## src/rtl/sc_aux_downcounter.sv

```systemverilog
// Loadable down-counter/timer with one-cycle terminal-count pulse and optional auto-reload.
// Load is visible one cycle after the strobe edge; tc rises the cycle after count==1 is consumed.
module sc_aux_downcounter #(
  parameter int auxDOWNCOUNTER_DATAWIDTH = 8
) (
  input  logic                                SC_auxDOWNCOUNTER_CLOCK_50,
  input  logic                                SC_auxDOWNCOUNTER_RESET_InLow,
  input  logic                                SC_auxDOWNCOUNTER_load_InLow,
  input  logic [auxDOWNCOUNTER_DATAWIDTH-1:0] SC_auxDOWNCOUNTER_data_InBUS,
  input  logic                                SC_auxDOWNCOUNTER_downcount_InLow,
  input  logic                                SC_auxDOWNCOUNTER_autoreload_InHigh,
  output logic [auxDOWNCOUNTER_DATAWIDTH-1:0] SC_auxDOWNCOUNTER_data_OutBUS,
  output logic                                SC_auxDOWNCOUNTER_tc_OutHigh,
  output logic                                SC_auxDOWNCOUNTER_busy_OutHigh,
  output logic                                SC_auxDOWNCOUNTER_zero_OutHigh
);

  localparam int W = auxDOWNCOUNTER_DATAWIDTH;
  localparam logic [W-1:0] ONE = {{(W-1){1'b0}}, 1'b1};

  typedef enum logic [1:0] {
    IDLE    = 2'd0,
    RUN     = 2'd1,
    EXPIRED = 2'd2
  } state_t;

  state_t         state_q, state_d;
  logic [W-1:0]   count_q, count_d;
  logic [W-1:0]   reload_q, reload_d;
  logic           tc_q, tc_d;

  always_ff @(posedge SC_auxDOWNCOUNTER_CLOCK_50) begin
    if (!SC_auxDOWNCOUNTER_RESET_InLow) begin
      state_q  <= IDLE;
      count_q  <= '0;
      reload_q <= '0;
      tc_q     <= 1'b0;
    end else begin
      state_q  <= state_d;
      count_q  <= count_d;
      reload_q <= reload_d;
      tc_q     <= tc_d;
    end
  end

  always_comb begin
    state_d  = state_q;
    count_d  = count_q;
    reload_d = reload_q;
    tc_d     = 1'b0;
    if (!SC_auxDOWNCOUNTER_load_InLow) begin
      // Load beats any same-edge decrement or terminal count.
      count_d  = SC_auxDOWNCOUNTER_data_InBUS;
      reload_d = SC_auxDOWNCOUNTER_data_InBUS;
      state_d  = (SC_auxDOWNCOUNTER_data_InBUS != '0) ? RUN : IDLE;
    end else begin
      case (state_q)
        RUN: begin
          if (!SC_auxDOWNCOUNTER_downcount_InLow) begin
            if (count_q == ONE) begin
              tc_d = 1'b1;
              if (SC_auxDOWNCOUNTER_autoreload_InHigh) begin
                count_d = reload_q;
              end else begin
                count_d = '0;
                state_d = EXPIRED;
              end
            end else begin
              count_d = count_q - ONE;
            end
          end
        end
        IDLE, EXPIRED: begin
          state_d = state_q;
        end
        default: begin
          state_d = IDLE;
        end
      endcase
    end
  end

  assign SC_auxDOWNCOUNTER_data_OutBUS  = count_q;
  assign SC_auxDOWNCOUNTER_tc_OutHigh   = tc_q;
  assign SC_auxDOWNCOUNTER_busy_OutHigh = (state_q == RUN);
  assign SC_auxDOWNCOUNTER_zero_OutHigh = (count_q == '0);

endmodule

```

## config.mk

```make
export PLATFORM = sky130hd
export DESIGN_NAME = sc_aux_downcounter
export DESIGN_NICKNAME = d
export VERILOG_FILES = /design/src/rtl/sc_aux_downcounter.sv
export SDC_FILE = /design/constraint.sdc
export NUM_CORES = 1
export LEC_CHECK = 0
export ABC_AREA = 1
export CAP_MARGIN = 20
export CELL_PAD_IN_SITES_DETAIL_PLACEMENT = 0
export CELL_PAD_IN_SITES_GLOBAL_PLACEMENT = 1
export CORE_ASPECT_RATIO = 0.9
export CORE_MARGIN = 3
export CORE_UTILIZATION = 35
export CTS_CLUSTER_DIAMETER = 150
export DETAILED_ROUTE_END_ITERATION = 12
export PLACE_DENSITY_LB_ADDON = 0.25
export SYNTH_ARGS = -nofsm -noshare
export SYNTH_HDL_FRONTEND = slang
export SYNTH_SLANG_ARGS = --single-unit
```

## constraint.sdc

```tcl
create_clock -name SC_auxDOWNCOUNTER_CLOCK_50 -period 2.27 [get_ports SC_auxDOWNCOUNTER_CLOCK_50]
set_input_delay 0.681 -clock SC_auxDOWNCOUNTER_CLOCK_50 [delete_from_list [all_inputs] [get_ports SC_auxDOWNCOUNTER_CLOCK_50]]
set_output_delay 0.681 -clock SC_auxDOWNCOUNTER_CLOCK_50 [all_outputs]
set_load 0.03 [all_outputs]
```

==> run_results.csv, run 1 <==
group,metric,value,unit
critical_path,arrival,1520,ps
power,powerDensity,542,nW/um^2
critical_path,cp_top_family,"buffers and inverters",
global_route,track_usage,0.164,
synth,synth-edff-count,0,
cells_and_area,syn_to_final_growth,31.3,%
cells_and_area,final_cells,235,
place,gp_congestion,0.816,
critical_path,setup.worst_path.start_class,"flip-flop",
timing,maxSlewViolCount,0,
synth,synth_top_area_cell,"dfxtp_1",
cells_and_area,final_area,1450,um^2
timing,clock_skew,1.10,ps
routing,wire_per_inst,12.1,um
die,core_area,2880,um^2
timing,rsz0062_at_grt,"false",
timing,finalHoldViolCount,0,
synth,syn-cell-area,1100,um^2
cells_and_area,drive_gt1_frac,0.113,
global_route,grt_max_degree,11,
synth,synth_top_area_frac,0.345,
cts,post_cts_buffers,0,
timing,fin_tns_setup,0,ps
synth,synthCells,164,
synth,synthArstFlopShare,0,
synth,syn_area_per_cell,6.72,um^2
cts,htree_levels,1,
critical_path,crit_type,"flip-flop to output pin",
critical_path,critPathMaxStageDelay,730,ps
die,dieArea,3860,um^2
cts,numCtsBuffers,3,
synth,syn_nets,180,
timing,fmax,453,MHz
timing,slew_headroom,0.758,
critical_path,crit_path_end_kind,"output pin",
critical_path,path_cells,"clkdlybuf4s50_1",
power,ir_drop,293,uV
cells_and_area,n_fill_cell,320,
cts,cts.hold.buffers_added,0,
routing,wl,2850,um
critical_path,slowest_stage,"clkdlybuf4s50_1",
timing,period_needed,2210,ps
synth,synth_ff_type,"dfxtp_1",
timing,setup_viol,0,
synth,ys.warnings.count,0,
place,dp_hpwl,2270,um
routing,drc,0,
global_route,grt_overflow,0,
cts,cts.sinks,19,
routing,drtPass1Iterations,5,
routing,drt.antenna.violating_nets,0,
job,maxCapViolCount,0,
cts,clock_path_buffers,2,
timing,postLayoutSetupSlackWorst,64.3,ps
die,die_w,65.2,um
synth,ys_top_cells_by_count,"nand2_1 (48), dfxtp_1 (19), a21oi_1 (17), inv_1 (17), nand3_1 (14)",
routing,via_per_inst,4.89,
timing,worst_pin_slew,361,ps
cells_and_area,layout.nets,212,
status,status,"finished clean",
die,rows,18,
global_route,antenna_found_initial,0,
cts,cts_tree,"done",
routing,vias,1150,
place,place_ws,174,ps
synth,ys_top_cells_by_area,"dfxtp_1 (35%), nand2_1 (16%), a21oi_1 (7.7%), nand3_1 (6.4%), inv_1 (5.8%)",
die,start_util,0.382,
power,p_leak,0.000650,uW
min_path,hold_path.class,"flip-flop to flip-flop",
cts,cts_root_buf,"clkbuf_4",
synth,yosysMostFrequentCell,"nand2_1",
synth,ys_seq_area_frac,0.345,
timing,fin_crit_sh,0.972,
global_route,first_global_vias,1077,
place,portBuffers,23,
cells_and_area,final_util,0.502,
routing,drtIter0Drc,62,
die,pin_count,24,
cells_and_area,antennaDiodeCount,0,
die,fp.dieH,59.2,um
critical_path,crit_buf_inv,1,
critical_path,required,1590,ps
cts,clk_latency,300,ps
critical_path,crit_fanout,5,
place,placed_area,1420,um^2
cts,clk_pin_slew,110,ps
synth,synth_cell_types,22,
synth,ys_ff_latch,19,
global_route,grt_pass1_wl,4910,um
place,dp.cells,231,
## metal layers
layer	vias to the layer above	track usage	routed length, um
li1	588	-	-
met1	525	0.216	1320
met2	35	0.276	1390
met3	2	0.0436	133
met4	0	0.0266	14
met5	-	0	0
## path summary, 6_finish.rpt
kind                                                  startpoint                                to  slack, ps  cells past startpoint
worst max-delay path            SC_auxDOWNCOUNTER_data_OutBUS[3]  SC_auxDOWNCOUNTER_data_OutBUS[3]         60                      1
worst min-delay path                                 reload_q[0]                       reload_q[0]        460                      2
worst max register to register  SC_auxDOWNCOUNTER_data_OutBUS[1]  SC_auxDOWNCOUNTER_data_OutBUS[1]        830                      8
worst min register to register                       reload_q[0]                       reload_q[0]        460                      2
## stage by stage
| step | power (uW) | hold WS [ps] |
|---|---|---|
| 5_1_grt | 835 | 488 |
| 2_1_floorplan | 526 | 437 |
| 6_report | 784 | 464 |
| 4_1_cts | 789 | 465 |
| 3_3_place_gp | 615 | 446 |
| 3_5_place_dp | 616 | 450 |
## layout make-up
class / count / area (um^2) / area share
Multi-Input combinational cell: 121 / 632 / 0.436
Timing Repair Buffer: 29 / 277 / 0.191
Clock buffer: 4 / 26.3 / 0.0182
Sequential cell: 19 / 380 / 0.263
Inverter: 22 / 82.6 / 0.0570
Tap cell: 40 / 50.0 / 0.0346
## flip-flops by register name, summed over array words and instances, names as in the netlist
register,flops
reload_q,8
state_q,2
SC_auxDOWNCOUNTER_data_OutBUS,8
SC_auxDOWNCOUNTER_tc_OutHigh,1
## power by group
part / total, uW / internal [uW] / switching [uW] / leakage (uW)
sequential: 367 / 352 / 14.7 / 0.000157
clock: 178 / 68.5 / 109 / 0.0000150
combinational: 240 / 96.9 / 143 / 0.000479
## cells by family (layout without fill, tap and decap cells)
group,count (synthesis),count (layout),synth area share
AO/OA/AOI/OAI,32,32,0.149
XOR/XNOR,2,2,0.0159
adder cells (fa/ha/maj),3,3,0.0341
buffers and inverters,24,55,0.0817
flip-flops,19,19,0.345
AND/OR/NAND/NOR,84,84,0.375
## layout by cell type, fill, tap and decap left out, drive strengths merged
cell type / n
dfxtp: 19
a21oi: 18
dlygate4sd2: 1
clkdlybuf4s50: 21
nand4: 1
buf: 6
inv: 20
xnor2: 1
nor2: 16
nand2: 51
o21ai: 14
xor2: 1
nand3: 14
ha: 3
clkbuf: 4
dlymetal6s2s: 1
clkinv: 2
nor3: 2
## what timing repair did
item                                    4_1_cts  5_1_grt
cloned                                        0        0
endpoints found under the setup margin        1        1
gates resized for setup                       1        1
Power figures use the tool's default switching activity.
==> inputs of run 2 (changes only) <==
--- a/config.mk
+++ b/config.mk
@@ -14,6 +14,7 @@
 export CORE_UTILIZATION = 35
 export CTS_CLUSTER_DIAMETER = 150
 export DETAILED_ROUTE_END_ITERATION = 12
+export DONT_BUFFER_PORTS = 1
 export PLACE_DENSITY_LB_ADDON = 0.25
 export SYNTH_ARGS = -nofsm -noshare
 export SYNTH_HDL_FRONTEND = slang
==> constraint.sdc (replaced) <==
create_clock -name SC_auxDOWNCOUNTER_CLOCK_50 -period 2.8 [get_ports SC_auxDOWNCOUNTER_CLOCK_50]
set_input_delay 0.84 -clock SC_auxDOWNCOUNTER_CLOCK_50 [delete_from_list [all_inputs] [get_ports SC_auxDOWNCOUNTER_CLOCK_50]]
set_output_delay 0.84 -clock SC_auxDOWNCOUNTER_CLOCK_50 [all_outputs]
set_load 0.03 [all_outputs]
==> run 2 against run 1 <==
Effect of this change: non-clock buffer count shrank 29; critical path depth grew 3; clock-buffer cell count is the same; hold slack gained 6.0 ps; total power shrank 24%; first-iteration DRC count shrank 4.8%; final area shrank 19%; final cell count shrank 12%; via count shrank 13%; sequential cell count is the same; die area is the same; clock power shrank 16%; largest cell class unchanged; highest routed layer unchanged.
==> run_results.csv, run 2 (synthesis gave the netlist of run 1 again) <==
group,metric,value,unit
cts,cts_resized,0,
cts,post_cts_buffers,0,
global_route,grt_overflow,0,
timing,period_needed,2450,ps
routing,vias,1005,
critical_path,required,1960,ps
cells_and_area,antennaDiodeCount,0,
critical_path,r2r_slack,1130,ps
power,p_leak,0.000518,uW
place,dp_hpwl,2130,um
cells_and_area,drive_gt1_frac,0.0964,
cts,clk_pin_slew,120,ps
global_route,gr-usage-met3,0.0436,
timing,clock_skew,1.31,ps
routing,drc,0,
job,maxCapViolCount,0,
timing,finalHoldViolCount,0,
routing,drt.antenna.violating_nets,0,
cts,cts_tree,"done",
min_path,hold-path-cell-count,2,
global_route,antenna_found_initial,0,
cells_and_area,layout.nets,183,
global_route,grt_max_degree,18,
critical_path,crit_buf_inv,1,
timing,maxSlewViolCount,0,
cts,clk_latency,300,ps
cts,htree_levels,1,
timing,fmax,409,MHz
min_path,hp-start,"reload_q[0]",
die,pin_count,24,
critical_path,path_cells,"inv_1, ha_1, nand2_1, nor2_1",
min_path,min_to,"reload_q[0]",
routing,wl,2690,um
critical_path,crit_type,"flip-flop to output pin",
global_route,grt_use_met1,0.189,
die,rows,18,
min_path,hold_path.class,"flip-flop to flip-flop",
power,powerDensity,507,nW/um^2
global_route,grt_pass1_wl,4510,um
die,die_w,65.2,um
die,fp.dieH,59.2,um
routing,via_per_inst,4.88,
critical_path,critPathMaxStageDelay,460,ps
place,gp_congestion,0.762,
cts,cts.hold.buffers_added,0,
critical_path,setup.worst_path.start_class,"flip-flop",
cts,cts.sinks,19,
place,portBuffers,0,
critical_path,slowest_stage,"dfxtp_1",
critical_path,reg2reg_to,"SC_auxDOWNCOUNTER_data_OutBUS[3]",
timing,slew_headroom,0.636,
critical_path,r2r-start,"SC_auxDOWNCOUNTER_data_OutBUS[1]",
cts,numCtsBuffers,3,
cts,cts_root_buf,"clkbuf_4",
cells_and_area,final_cells,206,
cells_and_area,final_common_cell,"nand2_1",
routing,drtPass1Iterations,6,
timing,rsz0062_at_grt,"false",
timing,worst_pin_slew,543,ps
critical_path,arrival,1610,ps
status,status,"finished clean",
die,dieArea,3860,um^2
cells_and_area,final_area,1170,um^2
place,placed_area,1140,um^2
critical_path,rr_worst_depth,10,
critical_path,cp_top_family,"simple AND/OR/NAND/NOR gates",
cells_and_area,mostFrequentLayoutCells,"nand2_1 (48), dfxtp_1 (19), inv_1 (17), a21oi_1 (17), nand3_1 (14)",
global_route,busiest_layer,"met2",
global_route,grt_util_met2,0.268,
critical_path,crit_fanout,5,
timing,fin_crit_sh,0.874,
power,ir_drop,257,uV
global_route,first_global_vias,1013,
cells_and_area,syn_to_final_growth,6.24,%
die,core_area,2880,um^2
cts,clock_path_buffers,2,
routing,wire_per_inst,13.0,um
die,start_util,0.382,
timing,setup_viol,0,
critical_path,crit_path_end_kind,"output pin",
timing,fin_tns_setup,0,ps
place,dp.cells,202,
routing,drtIter0Drc,59,
global_route,track_usage,0.154,
[run 2: metal layers]
metal,vias up,share of wire
met5,-,0
met4,0,0.0052
met3,2,0.055
met2,21,0.50
li1,529,-
met1,453,0.44
[run 2: cell type report]
class / instances / area, um^2
Inverter: 22 / 82.6
Fill cell: 339 / 1710
Clock buffer: 4 / 26.3
Sequential cell: 19 / 380
Multi-Input combinational cell: 121 / 632
Tap cell: 40 / 50.0
[run 2: worst min-delay path, cell delays in order, from the launching register on]
cell,delay (ps)
dfxtp_1,330
nand2_1,50
a21oi_1,50
[run 2: worst max path at each step]
stage / startpoint / to / slack (ps) / cells past startpoint
floorplan: SC_auxDOWNCOUNTER_data_OutBUS[0] / SC_auxDOWNCOUNTER_zero_OutHigh / 770 / 4
global placement: SC_auxDOWNCOUNTER_data_OutBUS[0] / SC_auxDOWNCOUNTER_zero_OutHigh / 710 / 4
detailed placement: SC_auxDOWNCOUNTER_data_OutBUS[0] / SC_auxDOWNCOUNTER_zero_OutHigh / 690 / 4
CTS: SC_auxDOWNCOUNTER_data_OutBUS[0] / SC_auxDOWNCOUNTER_zero_OutHigh / 330 / 4
global route: SC_auxDOWNCOUNTER_data_OutBUS[1] / SC_auxDOWNCOUNTER_zero_OutHigh / 260 / 4
finish: SC_auxDOWNCOUNTER_data_OutBUS[0] / SC_auxDOWNCOUNTER_zero_OutHigh / 350 / 4
[run 2: power by group]
group / switching (uW) / internal (uW)
logic: 86.0 / 42.9
registers: 29.3 / 285
clock network: 94.7 / 55.6
[run 2: metrics by stage]
| step | total power (uW) | utilization | worst slack (ps) | hold WS [ps] |
|---|---|---|---|---|
| CTS | 596 | 0.406 | 328 | 475 |
| detailed placement | 450 | 0.397 | 686 | 457 |
| global route | 624 | 0.406 | 257 | 498 |
| global placement | 450 | 0.397 | 705 | 450 |
| floorplan | 427 | - | 773 | 437 |
| finish | 594 | 0.406 | 354 | 470 |
==> inputs of run 3 (changes only) <==
--- a/config.mk
+++ b/config.mk
@@ -13,8 +13,10 @@
 export CORE_MARGIN = 3
 export CORE_UTILIZATION = 35
 export CTS_CLUSTER_DIAMETER = 150
+export CTS_CLUSTER_SIZE = 40
 export DETAILED_ROUTE_END_ITERATION = 12
 export DONT_BUFFER_PORTS = 1
+export GPL_ROUTABILITY_DRIVEN = 0
 export PLACE_DENSITY_LB_ADDON = 0.25
 export SYNTH_ARGS = -nofsm -noshare
 export SYNTH_HDL_FRONTEND = slang
==> constraint.sdc (replaced) <==
create_clock -name SC_auxDOWNCOUNTER_CLOCK_50 -period 2.8 [get_ports SC_auxDOWNCOUNTER_CLOCK_50]
set_input_delay 0.56 -clock SC_auxDOWNCOUNTER_CLOCK_50 [delete_from_list [all_inputs] [get_ports SC_auxDOWNCOUNTER_CLOCK_50]]
set_output_delay 0.56 -clock SC_auxDOWNCOUNTER_CLOCK_50 [all_outputs]
set_load 0.03 [all_outputs]
==> run 3 against run 2 <==
Effect of this change: final area did not move; hold slack got worse by 84 ps; via count rose by 1.5%; maximum frequency is 13% higher; core utilization is the same; sequential share of layout area is the same; total power shrank 1.2%; routed wire length rose by 0.78%; sequential power hardly changed; register-to-register slack about the same; largest power group unchanged; highest routed layer unchanged.
==> run_results.csv, run 3 (synthesis gave the netlist of run 1 again) <==
group,metric,value,unit
critical_path,setup.worst_path.start_class,"flip-flop",
timing,fin_tns_setup,0,ps
timing,period_needed,2160,ps
cells_and_area,final_util,0.406,
cells_and_area,syn_to_final_growth,6.24,%
global_route,antenna_found_initial,0,
timing,worst_pin_slew,547,ps
cts,cts.sinks,19,
place,dp_hpwl,2160,um
global_route,grt_overflow,0,
timing,setup_viol,0,
min_path,hold_path.class,"primary input to flip-flop",
critical_path,crit_fanout,5,
job,maxCapViolCount,0,
power,power.switching,203,uW
routing,via_per_inst,4.95,
cts,cts_resized,0,
global_route,first_global_vias,1051,
cts,cts.hold.buffers_added,0,
routing,wl,2710,um
cts,clk_latency,300,ps
routing,drt.antenna.violating_nets,0,
power,powerDensity,501,nW/um^2
critical_path,arrival,1600,ps
cts,htree_levels,1,
timing,clock_skew,5.82,ps
cts,clk_pin_slew,110,ps
cts,numCtsBuffers,3,
global_route,track_usage,0.156,
critical_path,required,2240,ps
power,ir_drop,305,uV
critical_path,r2r_slack,1130,ps
timing,postLayoutSetupSlackWorst,640,ps
critical_path,crit_path_end_kind,"output pin",
global_route,grt_pass1_wl,4550,um
cells_and_area,final_cells,206,
timing,finalHoldViolCount,0,
die,dieArea,3860,um^2
routing,drtIter0Drc,47,
power,p_int,383,uW
power,p_leak,0.000518,uW
timing,slew_headroom,0.634,
power,seq_power_share,0.536,
die,core_area,2880,um^2
routing,vias,1020,
cts,post_cts_buffers,0,
cells_and_area,mostFrequentLayoutCells,"nand2_1 (48), dfxtp_1 (19), inv_1 (17), a21oi_1 (17), nand3_1 (14)",
die,die_w,65.2,um
timing,fin_crit_sh,0.771,
global_route,grt_max_degree,18,
routing,drc,0,
timing,fmax,463,MHz
cts,cts_tree,"done",
critical_path,crit_type,"flip-flop to output pin",
place,place_ws,959,ps
cts,clock_path_buffers,2,
power,clock_power_share,0.244,
die,pin_count,24,
cells_and_area,final_common_cell,"nand2_1",
place,dp.cells,202,
timing,rsz0062_at_grt,"false",
routing,wire_per_inst,13.1,um
power,swShare,0.346,
power,combPwrFrac,0.220,
die,rows,18,
die,start_util,0.382,
place,portBuffers,0,
status,status,"finished clean",
routing,drtPass1Iterations,4,
timing,maxSlewViolCount,0,
cells_and_area,layout.nets,183,
die,fp.dieH,59.2,um
cts,cts_root_buf,"clkbuf_4",
cells_and_area,drive_gt1_frac,0.0964,
cells_and_area,antennaDiodeCount,0,
## run 3: cell counts in the layout (fill, tap and decap cells not counted)
Identical to the previous run, type by type.
## run 3: through the flow
step / power, uW / instance area, um^2 / hold slack, ps
after floorplan: 427 / 1100 / 437
after global placement: 450 / 1140 / 450
after detailed placement: 451 / 1140 / 452
after CTS: 594 / 1170 / 376
after global routing: 623 / 1170 / 384
final: 587 / 1170 / 386
## run 3: metal layers
| metal | vias to the layer above | share of wire | routed length (um) | GRT usage |
|---|---|---|---|---|
| li1 | 525 | - | - | - |
| met1 | 467 | 0.43 | 1170 | 0.183 |
| met2 | 24 | 0.51 | 1370 | 0.278 |
| met3 | 4 | 0.057 | 153 | 0.0493 |
| met4 | 0 | 0.0063 | 17 | 0.0355 |
| met5 | - | 0 | 0 | 0 |
## run 3: power groups by stage
stage	Clock [uW]	Sequential, uW	Combinational [uW]
floorplan	0	317	109
global placement	0	320	129
detailed placement	0	321	130
CTS	149	315	130
global route	158	317	148
finish	143	315	129
## run 3: path summary, 6_finish.rpt
path / start / endpoint / cells past startpoint
min: SC_auxDOWNCOUNTER_load_InLow / reload_q[5] / 2
max reg2reg: SC_auxDOWNCOUNTER_data_OutBUS[0] / SC_auxDOWNCOUNTER_data_OutBUS[0] / 7
min reg2reg: reload_q[0] / reload_q[0] / 2
max: SC_auxDOWNCOUNTER_data_OutBUS[0] / SC_auxDOWNCOUNTER_zero_OutHigh / 4
## run 3: critical path, cell delays in order (launching register included)
cell,delay [ps]
dfxtp_1,460
inv_1,190
ha_1,160
nand2_1,50
nor2_1,440
## run 3: area by class of cell
type                            count  area, um^2
Sequential cell                    19         380
Clock buffer                        4        26.3
Inverter                           22        82.6
Multi-Input combinational cell    121         632
Tap cell                           40        50.0
Fill cell                         330        1710
